File: config.mk
export PLATFORM = sky130hd
export DESIGN_NAME = brew_sequencer
export DESIGN_NICKNAME = d
export VERILOG_FILES = /design/src/rtl/brew_sequencer.sv
export SDC_FILE = /design/constraint.sdc
export NUM_CORES = 1
export LEC_CHECK = 0
export ABC_AREA = 1
export CAP_MARGIN = 30
export CORE_UTILIZATION = 35
export CTS_CLUSTER_DIAMETER = 120
export DETAILED_ROUTE_END_ITERATION = 8
export GPL_TIMING_DRIVEN = 0
export PLACE_DENSITY_LB_ADDON = 0.2
export SYNTH_ARGS = -nofsm -noshare
export SYNTH_HDL_FRONTEND = slang
export SYNTH_SLANG_ARGS = --single-unit
File: constraint.sdc
create_clock -name clk_100MHz -period 1.75 [get_ports clk_100MHz]
set_input_delay 0.175 -clock clk_100MHz [delete_from_list [all_inputs] [get_ports clk_100MHz]]
set_output_delay 0.175 -clock clk_100MHz [all_outputs]
set_load 0.05 [all_outputs]
File: src/rtl/brew_sequencer.sv
`timescale 1ns/1ps
// brew_sequencer: drink recipe sequencer driving valves through timed water/coffee/milk/choc phases
module brew_sequencer (
    input  logic       clk_100MHz,
    input  logic       reset_n,
    input  logic       brew,
    input  logic       cancel,
    input  logic [1:0] recipe,
    input  logic       t_expired,
    input  logic       timer_on,
    output logic       start_timer,
    output logic [1:0] value,
    output logic       valve_water,
    output logic       valve_coffee,
    output logic       valve_milk,
    output logic       valve_choc,
    output logic [1:0] phase,
    output logic       busy,
    output logic       done,
    output logic       aborted,
    output logic       fault
);
    typedef enum logic [2:0] {IDLE, LOAD, RUN, GAP, DONE, ABORT, FAULT} state_t;
    state_t     state, state_nx;
    logic [1:0] phase_nx, rec, rec_nx, gap, gap_nx, dur;
    logic [2:0] wd, wd_nx;
    logic [7:0] tbl;
    logic       brew_q;
    // duration lookup, packed per recipe as {choc, milk, coffee, water}
    always_comb begin
        tbl = rec == 2'd0 ? 8'b00_00_11_01 :
              rec == 2'd1 ? 8'b00_00_10_11 :
              rec == 2'd2 ? 8'b00_11_10_01 : 8'b01_10_10_01;
        dur = tbl[{phase, 1'b0} +: 2];
    end
    // state and counters; edge history starts high so a brew held through reset is not an edge
    always_ff @(posedge clk_100MHz or negedge reset_n) begin
        if (!reset_n) begin
            state  <= IDLE;
            phase  <= 2'd0;
            rec    <= 2'd0;
            gap    <= 2'd0;
            wd     <= 3'd0;
            brew_q <= 1'b1;
        end else begin
            state  <= state_nx;
            phase  <= phase_nx;
            rec    <= rec_nx;
            gap    <= gap_nx;
            wd     <= wd_nx;
            brew_q <= brew;
        end
    end
    // next state; watchdog value 4 means the timer proved alive in this RUN
    always_comb begin
        state_nx = state;
        phase_nx = phase;
        rec_nx   = rec;
        gap_nx   = gap;
        wd_nx    = wd;
        case (state)
            IDLE: if (!cancel && brew && !brew_q) begin
                state_nx = LOAD;
                rec_nx   = recipe;
                phase_nx = 2'd0;
            end
            LOAD: if (cancel) begin
                state_nx = ABORT;
                gap_nx   = 2'd0;
            end else if (dur != 2'd0) begin
                state_nx = RUN;
                wd_nx    = 3'd0;
            end else if (phase == 2'd3) state_nx = DONE;
            else phase_nx = phase + 2'd1;
            RUN: if (cancel) begin
                state_nx = ABORT;
                gap_nx   = 2'd0;
            end else if (t_expired) begin
                state_nx = GAP;
                gap_nx   = 2'd0;
            end else if (timer_on) wd_nx = 3'd4;
            else if (wd == 3'd3) state_nx = FAULT;
            else if (wd < 3'd3) wd_nx = wd + 3'd1;
            GAP: if (cancel) begin
                state_nx = ABORT;
                gap_nx   = 2'd0;
            end else if (gap == 2'd1) begin
                state_nx = phase == 2'd3 ? DONE : LOAD;
                phase_nx = phase == 2'd3 ? phase : phase + 2'd1;
            end else gap_nx = gap + 2'd1;
            DONE: state_nx = IDLE;
            ABORT: if (gap == 2'd2) state_nx = IDLE;
            else gap_nx = gap + 2'd1;
            FAULT: if (cancel) state_nx = IDLE;
            default: state_nx = IDLE;
        endcase
    end
    // outputs decoded purely from registered state, phase and latched recipe
    always_comb begin
        start_timer  = state == RUN;
        value        = (state == LOAD || state == RUN) ? dur : 2'd0;
        valve_water  = start_timer && phase == 2'd0;
        valve_coffee = start_timer && phase == 2'd1;
        valve_milk   = start_timer && phase == 2'd2;
        valve_choc   = start_timer && phase == 2'd3;
        busy         = state == LOAD || state == RUN || state == GAP || state == ABORT;
        done         = state == DONE;
        aborted      = state == ABORT && gap == 2'd0;
        fault        = state == FAULT;
    end
endmodule

# == Word level (Yosys, flattened, before mapping) ==
# Cells that the tools add are included.
# Widths: inputs -> output; s select.
# word_totals
register_bits,13
inputBits,8
word_cells,110
# classes
add_sub_neg,3
n_lt_le_gt_ge,1
n_eq_ne,34
shifts,1
muxes,40
reduce_logical,25
# ops
op,n
$mux 3,20
$mux 2,13
$ne 2x2->1 const B,12
$mux 7,3
$pmux 3 s6,1
$reduce_and 7->1,2
$ne 3x3->1 const B,4
$eq 3x2->1 const B,3
$eq 3x3->1 const B,3
$eq 2x2->1 const B,4
$ne 4x4->1 const B,2
$pmux 2 s4,1
$shiftx 8x4->2,1
$logic_and 1x1->1,7
$eq 2x1->1 const B,3
$logic_not 2->1,3
$pmux 2 s3,1
$pmux 3 s2,1
$reduce_and 6->1,1
$reduce_and 5->1,1
$add 2x1->2 const B,2
$ne 4x3->1 const B,1
$reduce_bool 2->1,2
$reduce_bool 4->1,1
other kinds (9),12

# == Longest topological paths before layout ==
# logic_depth
word_depth,9
mapped_depth,11
ltp_nobuf,11

# == Worst setup path after synthesis ==
# OpenSTA, ideal clock, no wires.
# synth_timing
path_kind,register -> output
startpoint,register phase[0]
endpoint,output value[0]
arrival_ns,1.901
required_time_ns,1.575
setup_slack_ns,-0.326
path_stages_with_launch,7
n_path_buf,0
path_cell_list,dfrtp_1 > inv_1 > nand2_1 > nand2_1 > nand2_1 > nand2_2 > a21oi_1
# synth_via
elab_chain_cells,2
# synth_lines
item,line,text
from (decl),17,"output logic [1:0] phase,"
from (signal assigned),47,phase <= phase_nx;
$shiftx 8x4->2,34,"dur = tbl[{phase, 1'b0} +: 2];"
$mux 2,101,value = (state == LOAD || state == RUN) ? dur : 2'd0;
to (decl),12,"output logic [1:0] value,"
# Every way passes these cells.

# == Worst setup path after layout ==
# layout_timing
startpoint,register state[2]
endpoint,output value[0]
# layout_via
elab_chain_cells,3
word_cells_on_any_way,4
cone_classes,eq/ne: 2; mux: 1; reduce/logical: 1
# layout_lines
item,line,text
from (decl),24,"state_t state, state_nx;"
from (signal assigned),46,state <= state_nx;
$eq 3x1->1 or $eq 3x2->1 (tied branches),101,
$logic_or 1x1->1 *,101,
$mux 2 *,101,
# Every way passes the cells marked *; elsewhere a longest branch is shown, timed or not.

==> results.md <==
* Met3 wire length at 93 um
* Via/cell ratio at 4.68
* Share of the yosys chip area belonging to registers at 28.3%
* Min Tclk post-route at 1.67 ns
* Layout Area Growth over Synthesis at 26.8%
* Required @ worst endpoint at 1.57 ns
* CP startpoint kind: flip-flop
* Worst VDD drop at 0.603 mV
* Clock-pin slew on the worst setup and hold paths at 0.08 ns
* Boundary pin count at 21
* ANT nets after route at 0
* Clock root buffer: clkbuf_4
* Antenna violations before repair at 0
* Post-synthesis async set-or-reset flop share at 100%
* Yosys cell types at 29
* Post-Route M1 WL at 1140 um
* Logic pwr share at 70.5%
* Cell Pwr Density at 1620 mW/mm^2
* Site Rows at 20
* Finish-stage setup viols at 0
* Detailed-route via count at 1142
* Ys Warns at 0
* Avg WL per Cell at 10.4 um
* Core Region at 0.00308 sq mm
* Worst Path Max Fanout at 10
* Hold-fix buffers at CTS at 0
* Seq pwr share at 21.3%
* Gr usage total at 16.8%
* Largest area contributor in the netlist: dfrtp_1
* EDFF count, synth at 0
* Residual DRC at 0
* RSZ-0062 raised after global routing: false
* Net Sw Power at 1.33 mW
* Gpl congestion at 0.843
* Crit end category: primary output
* Least-Margin Pin Slew at 0.636 ns
* Max clock buf depth at 2
* Yosys top cell area share at 26.0%
* Period utilization at 95.6%
* Pre-antenna DRT Iters at 4
* Clock sink count at 13
* Commonest non-fill, non-tap cell in the layout: nand2_1
* Ratio of cells with drive above 1 in the final layout at 22.5%
* Max Cap Viol at 0
* Clock Latency Late Sink at 0.28 ns
* Commonest register cell after synthesis: dfrtp_1
* WHS at 0.279 ns
* Kind of critical path: flip-flop to primary output
* Rel. slew slack at 57.5%
* Total Power at 2.37 mW
* CTS tree: built
* Vias in the first global route at 1069
* Fin nets at 218
* Most frequent cells in the layout: 47 x nand2_1, 24 x inv_1, 18 x nor2_1
* Int Power at 1.04 mW
* Synthesized area per cell at 6.59 sq um
* Mapped cell area at 0.00115 sq mm
* Cells after Synth at 175
* H-tree depth at 1
* Die ar. at 0.00353 sq mm
* DP Wirelength at 2080 um
* Status: finished clean
* Worst hold path type: input port to asynchronous set/reset pin
* Final Max Tran Viols at 0
* Setup Skew at 0.00267 ns
* Final setup TNS at 0 ns
* Switch share at 56.0%
* Syn nets at 192
* Wire length on met2 at 1290 um
* Top sig layer: met4
* Congestion Overflow GR at 0
* CTS buffer count at 3
* Die X at 59.4 um
* Drt total wl at 2540 um
* # port buffers at 20
* First-pass GRT wire length at 4410 um
* Starting Density at 37.5%
* ANT cells at 0
* Fin. Hold Viols at 0
* 1st-iter DRT viols at 29
* Clock Power Share at 8.2%
* Max Clk Rate at 598 MHz
* Filler Cells Inserted at 331
* Post-synthesis register bit count at 13
* Largest net degree at the start of global routing at 14
* Critical Path AT at 1.50 ns
* Height of the die at 59.4 um
* Top post-synthesis cells by area: dfrtp_1 26%, nand2_1 15%, ha_1 9.8%
* Reg2reg path depth at 8
* P_leak at 0.756 nW
## layer usage
layer  up-vias  track usage (%)
met5         -                0
met3         2             4.80
met1       527             19.5
met2        15             30.5
met4         0             3.06
li1        598                -
## sequential cells by signal, indices dropped and copies added, names as in the netlist
signal / cells
brew_q: 1
rec: 2
gap: 2
state: 3
phase: 2
wd: 3
## critical path, cell delays in order (launching register included)
cell and delay, ns:
dfrtp_1 0.36, buf_4 0.17, inv_4 0.09, nand3_4 0.11, buf_8 0.16, a21oi_2 0.13, buf_6 0.17
## stage by stage
step	worst slack [ns]	util, %	cells	instance area, sq um
4_1_cts	-0.00328	47.1	243	1450
6_report	0.0778	47.5	244	1460
5_1_grt	0.000719	47.5	244	1460
3_5_place_dp	-0.353	46.3	239	1430
2_1_floorplan	-0.0167	-	175	1170
3_3_place_gp	-0.359	46.3	239	1430
## cell usage after synthesis, types with 3 or more instances
cell type / count
o21ai_1: 4
nor2_1: 22
nand2_2: 5
nand2_1: 47
nand4_1: 3
nand3_1: 16
a21oi_1: 5
dfrtp_1: 12
ha_1: 9
inv_2: 5
o21ai_0: 4
inv_1: 24
## path summary, 6_finish.rpt
| path | slack (ns) | start | endpoint |
|---|---|---|---|
| worst max-delay path | 0.08 | state[2] | value[0] |
| worst min-delay path | 0.28 | reset_n | wd[0] |
| worst max register to register | 0.23 | wd[0] | wd[1] |
| worst min register to register | 0.49 | wd[2] | wd[2] |
| max in group asynchronous | 1.02 | reset_n | phase[0] |
| min in group clk_100MHz | 0.33 | brew | brew_q |
## final cells by class
class | instances | area (sq um) | area share [%]
multi-input combinational | 129 | 717 | 49.0
sequential | 13 | 329 | 22.5
clock buffer | 4 | 26.3 | 1.80
inverter | 30 | 115 | 7.87
buffer | 3 | 30.0 | 2.05
tap | 44 | 55.1 | 3.76
timing repair buffer | 21 | 190 | 13.0
## kinds of logic (layout without fill, tap and decap cells)
| group | Yosys count | after routing | synth area share (%) |
|---|---|---|---|
| AOI/OAI and AO/OA | 18 | 18 | 9.55 |
| adders and majority gates | 9 | 9 | 9.76 |
| buffers and inverters | 33 | 58 | 11.7 |
| DFF | 13 | 13 | 28.3 |
| and+or+nand+nor | 102 | 102 | 40.7 |
## what timing repair did
| item | 4_1_cts | 5_1_grt |
|---|---|---|
| gates cloned | 0 | 0 |
| gates resized for setup | 55 | 9 |
| hold endpoints to repair | 0 | 0 |
| buffers inserted | 0 | 1 |
| endpoints found under the setup margin | 13 | 10 |
## power by group through the flow
| stage | Combinational, mW | Clock, mW | Sequential [mW] |
|---|---|---|---|
| final | 1.67 | 0.193 | 0.506 |
| after global placement | 1.64 | 0 | 0.505 |
| after detailed placement | 1.67 | 0 | 0.511 |
| after floorplan | 1.23 | 0 | 0.543 |
| after global routing | 1.87 | 0.214 | 0.525 |
| after CTS | 1.66 | 0.205 | 0.503 |
(Power assumes the default switching activity.)
